===== src/rtl/ahblite_decode_mux.sv =====
// AHB-Lite decoder/response mux; HSEL_S is combinational, data-phase select is registered on HREADY.
// Unmapped active transfers get a two-cycle ERROR from the default slave; slave wait states hold the data-phase select.
module ahblite_decode_mux #(
   parameter int                 NSLV     = 6,
   parameter logic [NSLV*32-1:0] SLV_BASE = {32'h40060000, 32'h40040000, 32'h40000010,
                                             32'h40050000, 32'h20000000, 32'h00000000},
   parameter logic [NSLV*32-1:0] SLV_MASK = {32'hFFFF0000, 32'hFFFF0000, 32'hFFFFFFF0,
                                             32'hFFFF0000, 32'hFFFF0000, 32'hFFFF0000},
   parameter logic [NSLV-1:0]    SLV_EN   = {NSLV{1'b1}}
) (
   input  logic                 HCLK,
   input  logic                 HRESET,
   input  logic [31:0]          HADDR,
   input  logic [1:0]           HTRANS,
   output logic [NSLV-1:0]      HSEL_S,
   input  logic [NSLV*32-1:0]   HRDATA_S,
   input  logic [NSLV-1:0]      HREADYOUT_S,
   input  logic [NSLV-1:0]      HRESP_S,
   output logic [31:0]          HRDATA,
   output logic                 HREADY,
   output logic                 HRESP,
   output logic [15:0]          ERR_CNT,
   output logic [31:0]          ERR_ADDR
);
   localparam int IW = (NSLV > 1) ? $clog2(NSLV) : 1;

   typedef enum logic [1:0] {D_IDLE, D_ERR1, D_ERR2} dstate_t;

   dstate_t       state_q;
   dstate_t       state_d;
   logic [IW-1:0] hit_idx;
   logic          any_hit;
   logic [IW-1:0] sel_q;
   logic          dflt_q;
   logic          active_q;
   logic [31:0]   slv_rdata;
   logic          slv_ready;
   logic          slv_resp;
   logic          err_start;
   logic [15:0]   err_cnt_q;
   logic [31:0]   err_addr_q;
   logic          unused_htrans0;

   assign unused_htrans0 = HTRANS[0];

   // Scan from the top down so the lowest-index hit is the one left standing.
   always_comb begin
      hit_idx = '0;
      any_hit = 1'b0;
      HSEL_S  = '0;
      for (int i = NSLV - 1; i >= 0; i--) begin
         if (SLV_EN[i] &&
             ((HADDR & SLV_MASK[i*32 +: 32]) == (SLV_BASE[i*32 +: 32] & SLV_MASK[i*32 +: 32]))) begin
            hit_idx   = IW'(i);
            any_hit   = 1'b1;
            HSEL_S    = '0;
            HSEL_S[i] = 1'b1;
         end
      end
   end

   always_comb begin
      slv_rdata = '0;
      slv_ready = 1'b1;
      slv_resp  = 1'b0;
      for (int i = 0; i < NSLV; i++) begin
         if (sel_q == IW'(i)) begin
            slv_rdata = HRDATA_S[i*32 +: 32];
            slv_ready = HREADYOUT_S[i];
            slv_resp  = HRESP_S[i];
         end
      end
   end

   always_comb begin
      HRDATA = slv_rdata;
      HREADY = slv_ready;
      HRESP  = slv_resp;
      if (dflt_q) begin
         HRDATA = '0;
         HREADY = 1'b1;
         HRESP  = 1'b0;
         if (active_q) begin
            case (state_q)
               D_ERR1: begin
                  HREADY = 1'b0;
                  HRESP  = 1'b1;
               end
               D_ERR2: begin
                  HREADY = 1'b1;
                  HRESP  = 1'b1;
               end
               default: ;
            endcase
         end
      end
   end

   assign err_start = HREADY && !any_hit && HTRANS[1];

   always_comb begin
      state_d = state_q;
      case (state_q)
         D_IDLE:  if (err_start) state_d = D_ERR1;
         D_ERR1:  state_d = D_ERR2;
         D_ERR2:  state_d = err_start ? D_ERR1 : D_IDLE;
         default: state_d = D_IDLE;
      endcase
   end

   always_ff @(posedge HCLK) begin
      if (HRESET) begin
         sel_q      <= '0;
         dflt_q     <= 1'b1;
         active_q   <= 1'b0;
         state_q    <= D_IDLE;
         err_cnt_q  <= '0;
         err_addr_q <= '0;
      end else begin
         state_q <= state_d;
         if (HREADY) begin
            sel_q    <= hit_idx;
            dflt_q   <= !any_hit;
            active_q <= HTRANS[1];
         end
         if (err_start) begin
            if (err_cnt_q != 16'hFFFF) err_cnt_q <= err_cnt_q + 16'd1;
            err_addr_q <= HADDR;
         end
      end
   end

   assign ERR_CNT  = err_cnt_q;
   assign ERR_ADDR = err_addr_q;

endmodule


===== config.mk =====
export PLATFORM = sky130hd
export DESIGN_NAME = ahblite_decode_mux
export DESIGN_NICKNAME = d
export VERILOG_FILES = /design/src/rtl/ahblite_decode_mux.sv
export SDC_FILE = /design/constraint.sdc
export NUM_CORES = 1
export LEC_CHECK = 0
export CORE_AREA = 2 2 126 128
export DETAILED_ROUTE_END_ITERATION = 10
export DIE_AREA = 0 0 128 130
export DONT_BUFFER_PORTS = 1
export GPL_TIMING_DRIVEN = 0
export PLACE_DENSITY = 0.43
export SLEW_MARGIN = 20
export SYNTH_ARGS = -nofsm -noshare
export SYNTH_HDL_FRONTEND = slang
export SYNTH_SLANG_ARGS = --single-unit

===== constraint.sdc =====
create_clock -name HCLK -period 2.6 [get_ports HCLK]
set_input_delay 0.52 -clock HCLK [delete_from_list [all_inputs] [get_ports HCLK]]
set_output_delay 0.52 -clock HCLK [all_outputs]
set_load 0.01 [all_outputs]

# Word-level counts from Yosys, hierarchy flattened
# Index checks and enable logic that the tools add are counted.
dict set report word_totals {
  ff_bits 55
  output_inout_bits 88
  input_bits 240
}
dict set report op_classes {
  n_reduce_logical 8
  n_eq_ne 14
  muxes 46
  n_addsub 1
}
# cell count
set op_table {}
lappend op_table {{32-bit two-way mux} 7}
lappend op_table {{16-bit by 15-bit equality test with 1-bit output (second input constant)} 3}
lappend op_table {{6-bit two-way mux} 6}
lappend op_table {{32-bit logical NOT} 1}
lappend op_table {{28-bit by 27-bit equality test with 1-bit output (second input constant)} 1}
lappend op_table {{1-bit two-way mux} 25}
lappend op_table {{3-bit two-way mux} 6}
lappend op_table {{16-bit by 1-bit adder with 16-bit output (second input constant)} 1}
lappend op_table {{16-bit by 14-bit equality test with 1-bit output (second input constant)} 1}
lappend op_table {{16-bit != test (second input constant)} 1}
lappend op_table {{3-bit by 2-bit equality test with 1-bit output (second input constant)} 2}
lappend op_table {{3-bit equality test (second input constant)} 2}
lappend op_table {{2-bit case mux with 3 select lines} 1}
lappend op_table {{3-bit by 1-bit equality test with 1-bit output (second input constant)} 1}
lappend op_table {{3-bit logical NOT} 1}
lappend op_table {{2-bit by 1-bit equality test with 1-bit output (second input constant)} 1}
lappend op_table {{2-bit equality test (second input constant)} 1}
lappend op_table {{1-bit logical AND} 2}
lappend op_table {{2-bit logical NOT} 1}
lappend op_table {{2-bit two-way mux} 1}
lappend op_table {{2-bit != test (second input constant)} 1}
lappend op_table {{2-bit AND reduction} 1}
lappend op_table {{2-bit OR reduction} 1}
lappend op_table {{1-bit logical NOT} 1}

# Logic depth before layout (Yosys ltp)
# Gate-level depths: netlist of the first run.
dict set report logic_depth {
  depth_word 12
  depth_mapped 10
}

# Worst setup path after synthesis of the first run
# OpenSTA, ideal clock, no wires.
dict set report synth_path {
  path_type {reg2out}
  startpoint {reg sel_q[0]}
  endpoint {out HRDATA[20]}
  path_stages_with_launch 6
  required_time_ps 2080
  slack_ps 58
  arrival_ps 2022
  cell_sequence {dfxtp_1 -> buf_2 -> buf_1 -> mux4_2 -> a22oi_1 -> nor2_1}
}
dict set report synth_via {
  elab_chain_len 8
  elab_cells_between_ends 13
  classes_between {eq/ne (5); mux (7); reduce/logical (1)}
}
# element line_no
set synth_rtl {}
lappend synth_rtl {{start, declared} 33} ;# logic [IW-1:0] sel_q;
lappend synth_rtl {{start signal, assigned} 122} ;# sel_q <= hit_idx;
lappend synth_rtl {{3-bit logical NOT} 67} ;# if (sel_q == IW'(i)) begin
lappend synth_rtl {{32-bit two-way mux (5 in a row)} 67}
lappend synth_rtl {{32-bit two-way mux (*)} 67}
lappend synth_rtl {{32-bit two-way mux (*)} 79} ;# if (dflt_q) begin
lappend synth_rtl {{end, declared} 19} ;# output logic [31:0] HRDATA,
# Every way passes the cells marked *; elsewhere a longest branch is shown, timed or not.

# Worst setup path after layout of the first run
dict set report layout_path {
  startpoint {reg sel_q[0]}
  endpoint {out HRDATA[10]}
}
# Same word-level chain as after synthesis.

==> key figures, run 1 <==
CTS
  • Worst-Skew Late Latency: 300 ps
  • TritonCTS clock tree: built
  • Sink Count: 55
  • Num CTS Buffers: 5
  • Clock Pin Slew Worst Setup and Hold Paths: 80 ps
  • Buffer depth of the longest clock path: 2
  • H-tree levels: 2
  • Root buf cell: clkbuf_16
  • Post-CTS Hold Buffers: 0

Final layout
  • Number of fill cells: 1,626
  • Nets: 713
  • Post-route cell area: 0.004752 sq mm
  • Final core utilization: 0.3081
  • Fraction of layout cells with a size suffix above 1: 0.2350
  • Area grow syn2layout: 12.43%
  • Post-route insts no fill: 666

Synthesis
  • Count leader, synth: nor2_1
  • Top cells by count, synth: 82 x nor2_1, 55 x dfxtp_1, 38 x mux2_2, 34 x mux2i_1, 31 x a22oi_1
  • Post-synth EDFFs: 0
  • Seq/Total Area, Yosys: 0.2605
  • Library cells used by synthesis: 45
  • Syn_nets: 707
  • FF+latch count, synth: 55
  • Synth Area per Inst: 9.168 sq um
  • Asr flop ratio synth: 0
  • Synth warn: 0
  • Yosys top cell by area: dfxtp_1
  • Syn Inst Count: 461
  • Ranking of synthesized cells by area: dfxtp_1 26%, mux4_2 16%, mux2_2 10%
  • Predominant post-synthesis flop cell: dfxtp_1
  • Post-Syn Area: 0.004227 sq mm
  • Yosys top cell area share: 0.2605

Floorplanning
  • Core area: 0.01542 sq mm
  • Row count: 46
  • Starting Density: 0.2740
  • Die area: 0.01664 sq mm
  • Die Height: 130 um
  • IO Count: 328
  • Die width: 128 um

Worst setup path
  • Crit path capture type: output pin
  • Critical Path RT: 2080 ps
  • WS Path Type: flop to output pin
  • Crit path max fanout: 10
  • CP Launch Type: flop
  • Worst Path Arrival: 2010 ps

STA
  • Final worst setup slack: 67.27 ps
  • Final hold vios: 0
  • Final slew viol count: 0
  • # setup viols final: 0
  • Period utilisation layout: 0.9741
  • Max Clock Skew: 10.67 ps
  • Slew Limit Headroom: 0.5215
  • Setup tns final: 0 ps
  • Slew @ Worst Pin: 711.1 ps
  • Min Tclk post-route: 2533 ps
  • Fmax: 0.3948 GHz
  • Worst hold slack: 367.2 ps

GRT
  • All-Layer GR Usage: 0.1909
  • Initial antenna violation count: 9
  • First-pass GRT wire length: 23,650 um
  • Overflow after GRT: 0
  • Vias in the first global route: 3,803
  • Largest net degree at the start of global routing: 19

Job
  • Maxcap violations: 0

Min path
  • Hold Path Class: input pin to flop

Placed design
  • Post-Place Cells: 653
  • PortBufs: 0
  • Placement Setup Slack: -737.9 ps
  • GP Congestion: 0.8293
  • DP HPWL: 14,590 um
  • Dpl cell area: 0.004467 sq mm

Power and ir drop
  • P_int: 1.433 mW
  • Leakage: 1.641 nW
  • Power per cell area: 411.8 mW/mm^2
  • Switching Share: 0.2676
  • Clock share of power: 0.374
  • P_sw: 0.5236 mW
  • Peak supply drop: 0.3014 mV
  • Comb pwr share: 0.151
  • Pwr Total: 1.957 mW
  • Sequential power share: 0.475

Detailed routing
  • Via count: 3,946
  • Final ANT Viol Nets: 0
  • Initial DRC count: 203
  • First-pass DRT Iterations: 4
  • DRC viols: 0
  • Wire length per cell: 26.08 um
  • Vias/cell: 5.925
  • Drt total wl: 17,370 um

Status
  • Outcome: finished clean
==> state kept, by name (all words and copies together) (netlist names) <==
signal / cells
ERR_CNT: 16
ERR_ADDR: 32
state_q: 2
dflt_q: 1
sel_q: 3
active_q: 1
==> power groups by stage <==
stage	combinational (mW)	clock (mW)	sequential, mW
after floorplan	0.237	0	0.937
after global placement	0.280	0	0.949
after detailed placement	0.287	0	0.948
after CTS	0.294	0.752	0.930
after global routing	0.325	0.790	0.935
final	0.296	0.732	0.929
==> cells by family (layout without fill, tap and decap cells) <==
| family | Yosys count | after routing | share of synthesized area |
|---|---|---|---|
| flops | 55 | 55 | 0.2605 |
| mux | 103 | 103 | 0.3443 |
| compound gates | 77 | 77 | 0.1208 |
| simple gates | 173 | 173 | 0.2081 |
| other cells | 0 | 6 | 0 |
| buf+inv | 47 | 54 | 0.04855 |
| fa+ha+maj | 6 | 6 | 0.01776 |
==> worst paths after layout <==
kind | start | to | slack [ps] | cells past startpoint
max | sel_q[0]$_SDFFE_PP0N_ | HRDATA[10] | 70 | 6
min | HADDR[17] | ERR_ADDR[17]$_SDFFE_PP0P_ | 370 | 2
max reg2reg | sel_q[2]$_SDFFE_PP0N_ | ERR_CNT[12]$_SDFFE_PP0P_ | 190 | 10
min reg2reg | active_q$_SDFFE_PP0N_ | active_q$_SDFFE_PP0N_ | 500 | 2
==> layer usage <==
layer  routed length, um  track usage  part of all wire
met5                  29            0            0.0017
met4                 266      0.04654             0.015
met3                2008      0.06109              0.12
met2                8436       0.3199              0.49
met1                6628       0.2400              0.38
==> cell type report <==
type	count	area, sq um	area share
clock inverters	2	20.02	0.004213
clock buffers	6	138.9	0.02923
diodes	6	15.01	0.003160
flip-flops and latches	55	1102	0.2320
inverters	8	30.03	0.006319
well taps	192	240.2	0.05055
multi-input cells	359	2953	0.6214
plain buffers	38	252.7	0.05319
==> critical path, stage by stage (launching register included) <==
cell	delay [ps]
dfxtp_2	390
buf_8	190
clkbuf_8	210
buf_4	210
mux2_2	370
a22oi_2	210
nor2_1	120
==> repair_timing <==
action / 4_1_cts / 5_1_grt
pin swaps: 1 / 0
buffers inserted: 0 / 0
resized for setup: 38 / 11
hold endpoints to repair: 0 / 0
endpoints found under the setup margin: 39 / 49
==> layout by cell type, fill, tap and decap left out, drive strengths merged, types with 2 or more instances in the layout <==
master,n
a21oi,17
nor3,15
mux2,39
mux2i,34
nor4b,3
or4,2
or3,5
diode,6
nand4,9
nor2,82
clkbuf,30
nor4,8
a22oi,31
a31oi,2
inv,9
o211ai,2
o21ai,16
a31o,3
dfxtp,55
mux4,30
and3,4
and2,3
nor2b,12
nand2b,6
nor4bb,3
buf,14
nand3,9
ha,6
nand2,9
a211oi,2
(Power assumes the default switching activity.)
==> inputs of run 2 (changes only) <==
--- a/config.mk
+++ b/config.mk
@@ -5,12 +5,12 @@
 export SDC_FILE = /design/constraint.sdc
 export NUM_CORES = 1
 export LEC_CHECK = 0
-export CORE_AREA = 2 2 126 128
+export CORE_AREA = 2 2 129 131
 export DETAILED_ROUTE_END_ITERATION = 10
-export DIE_AREA = 0 0 128 130
+export DIE_AREA = 0 0 131 133
 export DONT_BUFFER_PORTS = 1
 export GPL_TIMING_DRIVEN = 0
-export PLACE_DENSITY = 0.43
+export PLACE_DENSITY = 0.41
 export SLEW_MARGIN = 20
 export SYNTH_ARGS = -nofsm -noshare
 export SYNTH_HDL_FRONTEND = slang
==> key figures, run 2 (synthesized netlist as in run 1, its figures left out) <==
Worst setup path
  • R2R cell count: 9 (was 10)
  • CP Cell Sequence: buf_6 -> clkbuf_8 -> clkbuf_4 -> mux2_2 -> a22oi_1 -> nor2_1 (was buf_8 -> clkbuf_8 -> buf_4 -> mux2_2 -> a22oi_2 -> nor2_1)
  • Register-to-register setup slack: 190 ps (about the same)
  • Max incr delay on CP: 420 ps (was 390 ps)
  • Worst Path Arrival: 1980 ps (was 2010 ps)
  • R2R Path Start: sel_q[1]$_SDFFE_PP0N_ (was sel_q[2]$_SDFFE_PP0N_)
  • Crit path capture type: output pin (unchanged)
  • Slowest CP cell: dfxtp_1 (was dfxtp_2)
  • CP Launch Type: flop (unchanged)
  • Crit path max fanout: 10 (unchanged)
  • R2r endpoint: ERR_CNT[15]$_SDFFE_PP0P_ (was ERR_CNT[12]$_SDFFE_PP0P_)
  • WS Path Type: flop to output pin (unchanged)
  • Critical Path RT: 2080 ps (about the same)

GRT
  • First-pass GRT wire length: 22,510 um (was 23,650 um)
  • All-Layer GR Usage: 0.1713 (was 0.1909)
  • Vias in the first global route: 3,924 (was 3,803)
  • Largest net degree at the start of global routing: 21 (was 19)
  • Overflow after GRT: 0 (unchanged)
  • Initial antenna violation count: 6 (was 9)

Status
  • Outcome: finished clean (unchanged)

Floorplanning
  • Die width: 131 um (was 128 um)
  • IO Count: 328 (unchanged)
  • Die area: 0.01742 sq mm (was 0.01664 sq mm)
  • Row count: 47 (was 46)
  • Starting Density: 0.2614 (was 0.2740)
  • Core area: 0.01617 sq mm (was 0.01542 sq mm)
  • Die Height: 133 um (was 130 um)

Power and ir drop
  • Pwr Total: 1.941 mW (was 1.957 mW)
  • Power per cell area: 406.0 mW/mm^2 (was 411.8 mW/mm^2)
  • Peak supply drop: 0.2749 mV (was 0.3014 mV)
  • Leakage: 1.634 nW (was 1.641 nW)

Placed design
  • PortBufs: 0 (unchanged)
  • GP Congestion: 0.8131 (was 0.8293)
  • Placement Setup Slack: -841.0 ps (was -737.9 ps)
  • DP HPWL: 13,520 um (was 14,590 um)

Detailed routing
  • Drt total wl: 16,300 um (was 17,370 um)
  • DRC viols: 0 (unchanged)
  • Via count: 3,902 (was 3,946)
  • Final ANT Viol Nets: 0 (unchanged)
  • Wire length per cell: 23.42 um (was 26.08 um)
  • Initial DRC count: 262 (was 203)
  • First-pass DRT Iterations: 4 (unchanged)
  • Vias/cell: 5.606 (was 5.925)

STA
  • Slew Limit Headroom: 0.4405 (was 0.5215)
  • Unrepaired setup endpoints after global routing: no
  • Final hold vios: 0 (unchanged)
  • Worst hold slack: 369.5 ps (was 367.2 ps)
  • Slew @ Worst Pin: 831.6 ps (was 711.1 ps)
  • Period utilisation layout: 0.9625 (was 0.9741)
  • Final slew viol count: 0 (unchanged)
  • Final worst setup slack: 97.49 ps (was 67.27 ps)
  • Min Tclk post-route: 2503 ps (was 2533 ps)
  • # setup viols final: 0 (unchanged)
  • Fmax: 0.3996 GHz (was 0.3948 GHz)
  • Max Clock Skew: 9.836 ps (was 10.67 ps)

CTS
  • Num CTS Buffers: 5 (unchanged)
  • Buffer depth of the longest clock path: 2 (unchanged)
  • H-tree levels: 2 (unchanged)
  • TritonCTS clock tree: built (unchanged)
  • Clock Pin Slew Worst Setup and Hold Paths: 80 ps (about the same)
  • Worst-Skew Late Latency: 300 ps (about the same)
  • Root buf cell: clkbuf_16 (unchanged)
  • Sink Count: 55 (unchanged)

Min path
  • Hold wc startpoint: HADDR[18] (was HADDR[17])
  • Hold Path Class: input pin to flop (unchanged)
  • Hold Crit Depth: 2 (unchanged)
  • Worst Hold Endpoint: ERR_ADDR[18]$_SDFFE_PP0P_ (was ERR_ADDR[17]$_SDFFE_PP0P_)

Final layout
  • Commonest non-fill, non-tap cell in the layout: nor2_1 (unchanged)
  • Nets: 716 (was 713)
  • Number of fill cells: 1,703 (was 1,626)
  • Final core utilization: 0.2957 (was 0.3081)
  • Area grow syn2layout: 13.14% (was 12.43%)
  • Most frequent cells in the layout: 82 x nor2_1, 55 x dfxtp_1, 38 x mux2_2, 34 x mux2i_1, 31 x a22oi_1 (was 82 x nor2_1, 54 x dfxtp_1, 38 x mux2_2, 34 x mux2i_1, 30 x mux4_2)
  • Fraction of layout cells with a size suffix above 1: 0.2357 (was 0.2350)
  • Max reg flops: 32 (unchanged)

Job
  • Maxcap violations: 0 (unchanged)
-- run 2: layout make-up --
| cell class | count | area (sq um) | share of cell area |
|---|---|---|---|
| Multi-Input combinational cell | 359 | 2940 | 0.6149 |
| Clock buffer | 5 | 125.1 | 0.02616 |
| Sequential cell | 55 | 1101 | 0.2302 |
| Tap cell | 220 | 275.3 | 0.05756 |
| Clock inverter | 3 | 33.78 | 0.007064 |
| Antenna cell | 5 | 12.51 | 0.002616 |
| Inverter | 8 | 30.03 | 0.006279 |
| Timing Repair Buffer | 3 | 22.52 | 0.004710 |
| Buffer | 38 | 241.5 | 0.05050 |
-- run 2: layer usage --
| metal | GRT usage | vias up | part of all wire |
|---|---|---|---|
| met4 | 0.06265 | 2 | 0.025 |
| met5 | 0 | - | 0.00080 |
| met3 | 0.05580 | 28 | 0.099 |
| met2 | 0.2844 | 242 | 0.48 |
| met1 | 0.2048 | 1879 | 0.39 |
| li1 | - | 1751 | - |
-- run 2: power by group --
| part | switching, mW | total (mW) | internal [mW] |
|---|---|---|---|
| registers | 0.0481 | 0.928 | 0.880 |
| logic | 0.136 | 0.297 | 0.161 |
| clock network | 0.345 | 0.716 | 0.372 |
| total | 0.529 | 1.94 | 1.41 |
-- run 2: worst max path at each step --
stage | startpoint | end | slack, ps | cells past startpoint
floorplan | sel_q[0]$_SDFFE_PP0N_ | HRDATA[20] | 60 | 5
CTS | dflt_q$_SDFFE_PP1N_ | ERR_ADDR[30]$_SDFFE_PP0P_ | 4 | 7
detailed placement | sel_q[0]$_SDFFE_PP0N_ | HRESP | -840 | 7
finish | sel_q[0]$_SDFFE_PP0N_ | HRDATA[20] | 100 | 6
global route | HADDR[23] | HSEL_S[4] | 3 | 4
global placement | sel_q[0]$_SDFFE_PP0N_ | HRESP | -780 | 7
-- run 2: worst max-delay path, delay by kind of cell (launching register included) --
kind                   cells  cell delay (ps)
AOI/OAI and AO/OA          1              180
buffers and inverters      3              580
DFF                        1              420
muxes                      1              350
and+or+nand+nor            1              160
-- run 2: per-stage QoR --
stage | setup TNS (ps) | cell area (sq um) | std cells
global placement | -14830 | 4502 | 681
global route | 0 | 4782 | 696
finish | 0 | 4782 | 696
detailed placement | -16740 | 4502 | 681
floorplan | 0 | 4227 | 461
CTS | 0 | 4752 | 690
-- run 2: what timing repair did --
| item | 4_1_cts | 5_1_grt |
|---|---|---|
| gates resized for setup | 37 | 6 |
| hold buffers | 0 | 0 |
| setup buffers | 1 | 2 |
| setup endpoints to repair | 33 | 50 |
| pin swaps | 1 | 3 |
==> inputs of run 3 (changes only) <==
--- a/config.mk
+++ b/config.mk
@@ -5,12 +5,15 @@
 export SDC_FILE = /design/constraint.sdc
 export NUM_CORES = 1
 export LEC_CHECK = 0
-export CORE_AREA = 2 2 129 131
+export CORE_AREA = 2 2 127 129
+export CTS_BUF_LIST = sky130_fd_sc_hd__clkbuf_4
 export DETAILED_ROUTE_END_ITERATION = 10
-export DIE_AREA = 0 0 131 133
+export DIE_AREA = 0 0 129 131
 export DONT_BUFFER_PORTS = 1
+export GPL_ROUTABILITY_DRIVEN = 1
 export GPL_TIMING_DRIVEN = 0
-export PLACE_DENSITY = 0.41
+export PLACE_DENSITY = 0.42
+export REMOVE_ABC_BUFFERS = 1
 export SLEW_MARGIN = 20
 export SYNTH_ARGS = -nofsm -noshare
 export SYNTH_HDL_FRONTEND = slang
==> key figures, run 3 (synthesized netlist as in run 1, its figures left out) <==
Power and ir drop
  • Pwr Total: 1.648 mW (was 1.941 mW)
  • Comb pwr share: 0.170 (was 0.153)
  • Switching Share: 0.2950 (was 0.2723)
  • Power per cell area: 349.4 mW/mm^2 (was 406.0 mW/mm^2)
  • P_int: 1.162 mW (was 1.413 mW)
  • Peak supply drop: 0.3035 mV (was 0.2749 mV)
  • Clock share of power: 0.267 (was 0.369)
  • Leakage: 1.578 nW (was 1.634 nW)
  • P_sw: 0.4861 mW (was 0.5287 mW)
  • Sequential power share: 0.564 (was 0.478)

Floorplanning
  • IO Count: 328 (unchanged)
  • Starting Density: 0.2710 (was 0.2614)
  • Core area: 0.01560 sq mm (was 0.01617 sq mm)
  • Die area: 0.01690 sq mm (was 0.01742 sq mm)
  • Die Height: 131 um (was 133 um)
  • Die width: 129 um (was 131 um)
  • Row count: 46 (was 47)

Placed design
  • Dpl cell area: 0.004428 sq mm (was 0.004502 sq mm)
  • GP Congestion: 0.7745 (was 0.8131)
  • PortBufs: 0 (unchanged)
  • Post-Place Cells: 645 (was 681)
  • Placement Setup Slack: -622.8 ps (was -841.0 ps)
  • DP HPWL: 13,430 um (was 13,520 um)

CTS
  • Root buf cell: clkbuf_4 (was clkbuf_16)
  • Buffer depth of the longest clock path: 2 (unchanged)
  • H-tree levels: 2 (unchanged)
  • Sink Count: 55 (unchanged)
  • Post-CTS Hold Buffers: 0 (unchanged)
  • Clock Pin Slew Worst Setup and Hold Paths: 190 ps (was 80 ps)
  • Num CTS Buffers: 5 (unchanged)
  • Worst-Skew Late Latency: 400 ps (was 300 ps)
  • TritonCTS clock tree: built (unchanged)

GRT
  • Largest net degree at the start of global routing: 65 (was 21)
  • Initial antenna violation count: 18 (was 6)
  • Vias in the first global route: 3,560 (was 3,924)
  • First-pass GRT wire length: 22,280 um (was 22,510 um)
  • All-Layer GR Usage: 0.1836 (was 0.1713)
  • Overflow after GRT: 0 (unchanged)

Worst setup path
  • Critical Path Source: sel_q[0]$_SDFFE_PP0N_ (unchanged)
  • Crit path capture type: output pin (unchanged)
  • CP Cell Sequence: buf_16 -> mux4_2 -> a22oi_2 -> nor2_1 (was buf_6 -> clkbuf_8 -> clkbuf_4 -> mux2_2 -> a22oi_1 -> nor2_1)
  • Max incr delay on CP: 550 ps (was 420 ps)
  • R2R Path Start: sel_q[0]$_SDFFE_PP0N_ (was sel_q[1]$_SDFFE_PP0N_)
  • Slowest CP cell: mux4_2 (was dfxtp_1)
  • Critical Path RT: 2080 ps (about the same)
  • Worst Path Arrival: 2030 ps (was 1980 ps)
  • CP Launch Type: flop (unchanged)
  • R2r endpoint: ERR_CNT[4]$_SDFFE_PP0P_ (was ERR_CNT[15]$_SDFFE_PP0P_)
  • Register-to-register setup slack: 110 ps (was 190 ps)
  • WS Path Type: flop to output pin (unchanged)
  • Crit path max fanout: 39 (was 10)
  • R2R cell count: 7 (was 9)

Detailed routing
  • Final ANT Viol Nets: 0 (unchanged)
  • Wire length per cell: 25.91 um (was 23.42 um)
  • First-pass DRT Iterations: 4 (unchanged)
  • Vias/cell: 5.695 (was 5.606)
  • Via count: 3,850 (was 3,902)
  • Drt total wl: 17,510 um (was 16,300 um)
  • DRC viols: 0 (unchanged)
  • Initial DRC count: 305 (was 262)

STA
  • Final slew viol count: 0 (unchanged)
  • Max Clock Skew: 14.47 ps (was 9.836 ps)
  • Slew Limit Headroom: 0.3667 (was 0.4405)
  • Unrepaired setup endpoints after global routing: no (unchanged)
  • # setup viols final: 0 (unchanged)
  • Final hold vios: 0 (unchanged)
  • Slew @ Worst Pin: 936.7 ps (was 831.6 ps)
  • Final worst setup slack: 47.89 ps (was 97.49 ps)
  • Setup tns final: 0 ps (unchanged)
  • Fmax: 0.3918 GHz (was 0.3996 GHz)
  • Worst hold slack: 155.4 ps (was 369.5 ps)
  • Min Tclk post-route: 2552 ps (was 2503 ps)
  • Period utilisation layout: 0.9816 (was 0.9625)

Final layout
  • Post-route cell area: 0.004717 sq mm (was 0.004782 sq mm)
  • Commonest non-fill, non-tap cell in the layout: nor2_1 (unchanged)
  • Fraction of layout cells with a size suffix above 1: 0.2533 (was 0.2357)
  • Nets: 695 (was 716)
  • Max reg flops: 32 (unchanged)
  • Area grow syn2layout: 11.60% (was 13.14%)
  • Most frequent cells in the layout: 82 x nor2_1, 51 x dfxtp_1, 38 x mux2_2, 34 x mux2i_1 (was 82 x nor2_1, 55 x dfxtp_1, 38 x mux2_2, 34 x mux2i_1, 31 x a22oi_1)
  • Final core utilization: 0.3024 (was 0.2957)
  • Post-route insts no fill: 676 (was 696)

Min path
  • Hold wc startpoint: HRESET (was HADDR[18])
  • Worst Hold Endpoint: ERR_ADDR[3]$_SDFFE_PP0P_ (was ERR_ADDR[18]$_SDFFE_PP0P_)
  • Hold Path Class: input pin to flop (unchanged)
  • Hold Crit Depth: 1 (was 2)

Job
  • Maxcap violations: 0 (unchanged)

Status
  • Outcome: finished clean (unchanged)
## run 3: cell types whose count changed in the layout (fill, tap and decap cells not counted), sizes merged
| cell | delta |
|---|---|
| clkbuf | -25 |
| diode | +5 |
| buf | +2 |
| inv | -1 |
| nor2b | +1 |
| clkinvlp | +2 |
## run 3: what timing repair did
action,CTS,global route
setup endpoints to repair,83,11
gates cloned,2,0
gates resized for setup,9,8
buffers inserted,11,0
## run 3: power groups by stage
| stage | clock network (mW) | logic (mW) | registers [mW] |
|---|---|---|---|
| 6_report | 0.440 | 0.280 | 0.929 |
| 5_1_grt | 0.493 | 0.305 | 0.935 |
| 4_1_cts | 0.460 | 0.278 | 0.929 |
| 3_5_place_dp | 0 | 0.264 | 0.952 |
| 3_3_place_gp | 0 | 0.247 | 0.959 |
| 2_1_floorplan | 0 | 0.216 | 0.945 |
## run 3: worst max-delay path by stage
| stage | endpoint | slack [ps] | depth (start not counted) |
|---|---|---|---|
| 2_1_floorplan | ERR_CNT[11]$_SDFFE_PP0P_ | -2670 | 6 |
| 3_3_place_gp | ERR_CNT[11]$_SDFFE_PP0P_ | -3930 | 6 |
| 3_5_place_dp | ERR_CNT[5]$_SDFFE_PP0P_ | -620 | 6 |
| 4_1_cts | HREADY | 10 | 5 |
| 5_1_grt | HRDATA[11] | 3 | 4 |
| 6_report | HRDATA[11] | 50 | 4 |
## run 3: critical path, delay by kind of cell (launching register included)
kind                   cells  cell delay [ps]
multiplexers               1              550
flip-flops                 1              420
AO/OA/AOI/OAI              1              290
buffers and inverters      1              240
AND/OR/NAND/NOR            1              130
## run 3: final cells by class
type / instances / area, sq um
clock buffer: 5 / 37.54
antenna: 10 / 25.02
tap: 216 / 270.3
timing repair inverter: 1 / 7.507
clock inverter: 3 / 33.78
fill: 1623 / 10880
multi-input combinational: 360 / 2972
inverter: 8 / 33.78
timing repair buffer: 18 / 226.5
sequential: 55 / 1111
## run 3: layer usage
layer | GRT usage | share of wire | vias up
li1 | - | - | 1714
met1 | 0.2194 | 0.36 | 1831
met2 | 0.3125 | 0.49 | 266
met3 | 0.06718 | 0.13 | 29
met4 | 0.04987 | 0.020 | 10
met5 | 0 | 0.0038 | -
